### src/rtl/datamem_pkg.sv
// Shared definitions for the data memory responder: FSM encoding, counter width
// and the word-index width helper.
package datamem_pkg;

  typedef enum logic [1:0] {
    IDLE = 2'd0,
    WAIT = 2'd1,
    RESP = 2'd2
  } state_t;

  localparam int CNT_W = 4;

  function automatic int idx_width(input int depth);
    return $clog2(depth);
  endfunction

endpackage

### src/rtl/data_mem_responder_if.sv
// Request/acknowledge bus between the core datapath (master) and the data memory (slave).
// DataMem_Err exists only when DATAMEM_CHECK_EN is defined.
interface data_mem_responder_if;
  logic        DataMem_Req;
  logic        DataMem_WE;
  logic [31:0] DataMem_Addr;
  logic [31:0] DataMem_WD;
  logic [31:0] DataMem_RD;
  logic        DataMem_Ack;
  logic        DataMem_Busy;
`ifdef DATAMEM_CHECK_EN
  logic        DataMem_Err;

  modport master (
    output DataMem_Req, DataMem_WE, DataMem_Addr, DataMem_WD,
    input  DataMem_RD, DataMem_Ack, DataMem_Busy, DataMem_Err
  );
  modport slave (
    input  DataMem_Req, DataMem_WE, DataMem_Addr, DataMem_WD,
    output DataMem_RD, DataMem_Ack, DataMem_Busy, DataMem_Err
  );
`else
  modport master (
    output DataMem_Req, DataMem_WE, DataMem_Addr, DataMem_WD,
    input  DataMem_RD, DataMem_Ack, DataMem_Busy
  );
  modport slave (
    input  DataMem_Req, DataMem_WE, DataMem_Addr, DataMem_WD,
    output DataMem_RD, DataMem_Ack, DataMem_Busy
  );
`endif
endinterface

### src/rtl/data_mem_array.sv
// DEPTH x 32 storage: synchronous write, asynchronous read, asynchronous clear.
module data_mem_array
  import datamem_pkg::*;
#(
  parameter int DEPTH = 64,
  parameter int IDX_W = idx_width(DEPTH)
) (
  input  logic             DataMem_CLK,
  input  logic             DataMem_RST,
  input  logic             i_we,
  input  logic [IDX_W-1:0] i_idx,
  input  logic [31:0]      i_wd,
  output logic [31:0]      o_rd
);
  logic [31:0] r_mem [DEPTH];

  // NOTE: the array is cleared by reset because loads after reset must return 0;
  // a plain RAM would leave this out and could map to a memory macro.
  always_ff @(posedge DataMem_CLK or posedge DataMem_RST) begin
    if (DataMem_RST) begin
      r_mem <= '{default: '0};
    end else if (i_we) begin
      r_mem[i_idx] <= i_wd;
    end
  end

  assign o_rd = r_mem[i_idx];

endmodule

### src/rtl/data_mem_responder.sv
// Request/acknowledge data memory for the MIPS core with WAIT_STATES response latency.
// Define DATAMEM_CHECK_EN to add alignment/range checking and the DataMem_Err output.
module data_mem_responder
  import datamem_pkg::*;
#(
  parameter int DEPTH       = 64,
  parameter int WAIT_STATES = 2
) (
  input logic                 DataMem_CLK,
  input logic                 DataMem_RST,
  data_mem_responder_if.slave bus
);
  localparam int IDX_W = idx_width(DEPTH);
  localparam logic [CNT_W-1:0] WAIT_INIT = CNT_W'(WAIT_STATES);

  state_t           r_state, w_next_state;
  logic [CNT_W-1:0] r_cnt, w_next_cnt;
  logic             r_we;
  logic [IDX_W-1:0] r_idx;
  logic [31:0]      r_wd, r_rd;
  logic             w_accept, w_commit, w_we, w_bad;
  logic [IDX_W-1:0] w_idx;
  logic [31:0]      w_wd, w_rdata;

`ifdef DATAMEM_CHECK_EN
  logic r_bad, r_err, w_req_bad;
  assign w_req_bad = (bus.DataMem_Addr[1:0] != 2'b00) || (bus.DataMem_Addr[31:IDX_W+2] != '0);
  assign w_bad     = (r_state == IDLE) ? w_req_bad : r_bad;
`else
  logic w_unused_addr;
  assign w_unused_addr = ^{bus.DataMem_Addr[31:IDX_W+2], bus.DataMem_Addr[1:0]};
  assign w_bad         = 1'b0;
`endif

  // With zero wait states the access commits straight from IDLE, so the request
  // fields are used directly instead of their latched copies.
  assign w_accept = (r_state == IDLE) && bus.DataMem_Req;
  assign w_commit = (w_next_state == RESP) && (r_state != RESP);
  assign w_we     = (r_state == IDLE) ? bus.DataMem_WE : r_we;
  assign w_idx    = (r_state == IDLE) ? bus.DataMem_Addr[IDX_W+1:2] : r_idx;
  assign w_wd     = (r_state == IDLE) ? bus.DataMem_WD : r_wd;

  // NOTE: sequential state uses non-blocking assignments so every register
  // samples the pre-edge values, independent of statement order.
  always_ff @(posedge DataMem_CLK or posedge DataMem_RST) begin
    if (DataMem_RST) begin
      r_state <= IDLE;
      r_cnt   <= '0;
    end else begin
      r_state <= w_next_state;
      r_cnt   <= w_next_cnt;
    end
  end

  // NOTE: defaults first, so no path through the case leaves a signal unassigned
  // and no latch is inferred.
  always_comb begin
    w_next_state = r_state;
    w_next_cnt   = r_cnt;
    unique case (r_state)
      IDLE: begin
        if (bus.DataMem_Req) begin
          w_next_cnt   = WAIT_INIT;
          w_next_state = (WAIT_STATES == 0) ? RESP : WAIT;
        end
      end
      WAIT: begin
        if (r_cnt != '0) w_next_cnt = r_cnt - CNT_W'(1);
        if (r_cnt <= CNT_W'(1)) w_next_state = RESP;
      end
      RESP:    w_next_state = IDLE;
      default: w_next_state = IDLE;
    endcase
  end

  always_ff @(posedge DataMem_CLK or posedge DataMem_RST) begin
    if (DataMem_RST) begin
      r_we  <= 1'b0;
      r_idx <= '0;
      r_wd  <= '0;
      r_rd  <= '0;
`ifdef DATAMEM_CHECK_EN
      r_bad <= 1'b0;
      r_err <= 1'b0;
`endif
    end else begin
      if (w_accept) begin
        r_we  <= bus.DataMem_WE;
        r_idx <= bus.DataMem_Addr[IDX_W+1:2];
        r_wd  <= bus.DataMem_WD;
`ifdef DATAMEM_CHECK_EN
        r_bad <= w_req_bad;
`endif
      end
      if (w_commit && !w_we) r_rd <= w_bad ? '0 : w_rdata;
`ifdef DATAMEM_CHECK_EN
      r_err <= w_commit && w_bad;
`endif
    end
  end

  data_mem_array #(
    .DEPTH (DEPTH),
    .IDX_W (IDX_W)
  ) u_array (
    .DataMem_CLK (DataMem_CLK),
    .DataMem_RST (DataMem_RST),
    .i_we        (w_commit && w_we && !w_bad),
    .i_idx       (w_idx),
    .i_wd        (w_wd),
    .o_rd        (w_rdata)
  );

  assign bus.DataMem_RD   = r_rd;
  assign bus.DataMem_Ack  = (r_state == RESP);
  assign bus.DataMem_Busy = (r_state != IDLE);
`ifdef DATAMEM_CHECK_EN
  assign bus.DataMem_Err  = r_err;
`endif

endmodule

### src/flat_wrapper.sv
// flat-port wrapper written by rule: the top's interface ports become plain ports
module data_mem_responder_flat import datamem_pkg::*;
#(
  parameter int DEPTH       = 64,
  parameter int WAIT_STATES = 2
)
  (DataMem_CLK, DataMem_RST, bus_DataMem_Req, bus_DataMem_WE, bus_DataMem_Addr, bus_DataMem_WD, bus_DataMem_RD, bus_DataMem_Ack, bus_DataMem_Busy);
  data_mem_responder_if bus_i ();
  input logic DataMem_CLK;
  input logic DataMem_RST;
  input wire logic [$bits(bus_i.DataMem_Req)-1:0] bus_DataMem_Req;
  input wire logic [$bits(bus_i.DataMem_WE)-1:0] bus_DataMem_WE;
  input wire logic [$bits(bus_i.DataMem_Addr)-1:0] bus_DataMem_Addr;
  input wire logic [$bits(bus_i.DataMem_WD)-1:0] bus_DataMem_WD;
  output wire logic [$bits(bus_i.DataMem_RD)-1:0] bus_DataMem_RD;
  output wire logic [$bits(bus_i.DataMem_Ack)-1:0] bus_DataMem_Ack;
  output wire logic [$bits(bus_i.DataMem_Busy)-1:0] bus_DataMem_Busy;
  assign bus_i.DataMem_Req = bus_DataMem_Req;
  assign bus_i.DataMem_WE = bus_DataMem_WE;
  assign bus_i.DataMem_Addr = bus_DataMem_Addr;
  assign bus_i.DataMem_WD = bus_DataMem_WD;
  assign bus_DataMem_RD = bus_i.DataMem_RD;
  assign bus_DataMem_Ack = bus_i.DataMem_Ack;
  assign bus_DataMem_Busy = bus_i.DataMem_Busy;
  data_mem_responder #(.DEPTH(DEPTH), .WAIT_STATES(WAIT_STATES)) u_core (.DataMem_CLK(DataMem_CLK), .DataMem_RST(DataMem_RST), .bus(bus_i));
endmodule
### config.mk
export PLATFORM = sky130hd
export DESIGN_NAME = data_mem_responder_flat
export DESIGN_NICKNAME = d
export VERILOG_FILES = /design/src/rtl/datamem_pkg.sv /design/src/rtl/data_mem_responder_if.sv /design/src/rtl/data_mem_array.sv /design/src/rtl/data_mem_responder.sv /design/src/flat_wrapper.sv
export SDC_FILE = /design/constraint.sdc
export NUM_CORES = 2
export LEC_CHECK = 0
export ABC_AREA = 1
export BUFFER_PORTS_ARGS = -buffer_cell sky130_fd_sc_hd__buf_2
export CORE_MARGIN = 2
export CORE_UTILIZATION = 39
export CTS_BUF_LIST = sky130_fd_sc_hd__clkbuf_8
export CTS_CLUSTER_DIAMETER = 50
export DETAILED_ROUTE_END_ITERATION = 8
export GPL_TIMING_DRIVEN = 0
export PLACE_DENSITY_LB_ADDON = 0.08
export SYNTH_ARGS = -nofsm -noshare
export SYNTH_HDL_FRONTEND = slang
export SYNTH_SLANG_ARGS = --single-unit
### constraint.sdc
create_clock -name DataMem_CLK -period 75.4 [get_ports DataMem_CLK]
set_clock_uncertainty 0.2 [all_clocks]
set_input_delay 7.54 -clock DataMem_CLK [delete_from_list [all_inputs] [get_ports DataMem_CLK]]
set_output_delay 7.54 -clock DataMem_CLK [all_outputs]
set_load 0.02 [all_outputs]
==> out/qor.txt <==
post-layout min period: 13.15 ns
sequential area share after synthesis: 53.22%
element type at the critical path start: input port
Via Count: 102600
VDD IR max: 0.00003437 V
gr usage total: 48.51%
first-pass GRT wire length: 838.3 mm
CTS Hold Bufs: 0
initial antenna violation count: 132
Power Density: 61.08 nW/µm²
Finish-stage setup viols: 0
GR Overflow Total: 0
I/O pins: 102
Clock transition at path regs: 0.06 ns
fin. max-slew vios: 362
worst r2r path cells: 15
Leak Pwr: 55.37 nW
post-route setup slack: 62.25 ns
unrepaired setup endpoints after global routing: false
Starting Density: 39.28%
postcts setup bufs: 0
clock root buffer: clkbuf_8
slew margin rel.: -19.47%
H-Tree Depth: 5
most frequent cell after synthesis: nand2_1
Post-Synth Simple-Gate Area: 22.23%
Post-synth EDFFs: 0
Crit Path Class: in2reg
Resize count post-CTS: 0
HP Class: reg2reg
largest area contributor in the netlist: dfrtp_1
cell count after synthesis: 13110
Wirelength per Cell: 36.56 µm
net count after synthesis: 13180
CTS tree: done
clk_lat worst skew: 1.17 ns
die width: 510.2 µm
Core ar.: 254400 µm²
Layout Area Growth over Synthesis: 16.80%
Post-DRT Antenna Nets: 0
drt via density: 5.858
input/output buffers: 75
Yosys warnings: 0
compound-gate portion of the synthesized area: 14.05%
CTS Sinks: 2125
status: finished with violations
Worst Max-Slew Pin Slew: 1.792 ns
layout cells sized above 1: 8.331%
largest family of logic cells by synthesized area: simple AND/OR/NAND/NOR gates
critical path capture point type: flip-flop
net total in the final layout: 13790
synth cell count leaders: 4490 x nand2_1, 2125 x dfrtp_1, 2026 x o21ai_0
DR pass1 iterations: 7
hold violation total from the final report: 0
share of the synthesized area in the top cell type: 53.22%
XOR/XNOR Fraction of Synth Area: 0%
setup TNS: 0 ns
Max Freq: 76.06 MHz
vias in the first global route: 93100
Yosys cell types: 24
pre-CTS WS: 61.82 ns
hold path cells: 2
synthesized area: 99920 µm²
Tcrit/Tclk final: 17.44%
1st-iter DRT viols: 15820
final wirelength: 640.5 mm
Synth area leaders: dfrtp_1 53%, nand2_1 17%, o21ai_0 10%
Required @ worst endpoint: 76.28 ns
HPWL Detailed: 472.8 mm
Synth Area in Adders: 0.03757%
post-synthesis mux area share: 0%
ys flop type: dfrtp_1
ys async rst share: 100.0%
syn avg cell area: 7.625 µm²
final weighted congestion in routability-driven placement: 1.071
CTS Buf Count: 405
Die Area: 260300 µm²
Max Cap Violations: 41
clk buf depth: 4
DRC Markers: 0
DIE HEIGHT: 510.2 µm
largest net degree at the start of global routing: 127
crit path DAT: 14.02 ns
# rows: 185
worst-path fanout max: 10
Synth Register Bits: 2125
failing checks: capacitance limit, slew limit
## critical path, stage by stage
cell and delay, ns:
buf_2 0.11, nand2_1 0.06, nand2_1 0.35, nor2_1 1.07
clkbuf_1 0.88, clkbuf_1 1.20, o211ai_1 1.05, nand2_1 0.24
nor2_1 0.08, nor2_1 1.01, nor2_1 0.08, nand3_1 0.19
nand2_1 0.07, inv_1 0.05
## placed cells by master (no fill, tap or decap), drive strengths merged, types with 22 or more instances in the layout
cell	count
or2	29
nand3	718
dfrtp	2125
clkbuf	1359
nor2	278
o21ai	2296
buf	337
nand2	4523
o211ai	334
bufinv	22
clkinv	58
diode	108
inv	1912
nand4	23
## area by class of cell
type,instances,area (µm²)
clock inverters,207,1604
diodes,108,270.3
clock buffers,525,7226
multi-input cells,8222,36630
flip-flops and latches,2125,53180
well taps,3366,4212
plain buffers,964,3902
fillers,26150,137700
repair buffers,207,2948
inverters,1794,6741
## registers in the layout (all words and copies together), names as in the netlist
signal,cells
u_core.u_array.r_mem,2048
u_core.r_we,1
u_core.bus.DataMem_RD,32
u_core.r_state,2
u_core.r_wd,32
u_core.r_cnt,4
u_core.r_idx,6
## stage by stage
stage	cells	area [µm²]	hold WS, ns	total power [mW]	util (%)
final	17520	116700	0.2803	7.128	45.88
after global routing	17420	116500	0.2989	7.184	45.79
after CTS	17410	116400	0.2858	6.830	45.75
after detailed placement	16670	107600	0.2723	5.563	42.28
after global placement	16550	104500	0.2654	5.412	41.08
after floorplan	13110	99920	0.2479	3.230	-
## worst paths after layout
path                       slack, ns                         to                       from
max in group asynchronous      65.48   u_core.u_array.r_mem[34]                DataMem_RST
min reg2reg                     0.28  u_core.u_array.r_mem[293]  u_core.u_array.r_mem[293]
min                             0.28  u_core.u_array.r_mem[293]  u_core.u_array.r_mem[293]
max                            62.25  u_core.bus.DataMem_RD[24]        bus_DataMem_Addr[3]
min in group asynchronous       6.23  u_core.u_array.r_mem[693]                DataMem_RST
max reg2reg                    67.89  u_core.bus.DataMem_RD[24]          u_core.r_state[0]
## power breakdown
part,internal (mW),switching [mW]
Sequential,1.52,0.221
Clock,0.701,0.577
Combinational,0.797,3.31
## logic make-up (layout without fill, tap and decap cells)
kind of cell    count (synthesis)  in the layout
simple gates                 5582           5582
buf+inv                      2758           3697
compound gates               2637           2637
flops                        2125           2125
fa+ha+maj                       3              3
other cells                     0            108
## metal layers
metal	wire length [µm]	vias to the layer above	global-route usage, %
li1	-	42310	-
met1	237900	50820	59.51
met2	256800	7409	66.43
met3	87030	2037	20.45
met4	58200	52	38.50
met5	552	-	0.8406
Power figures use the tool's default switching activity.
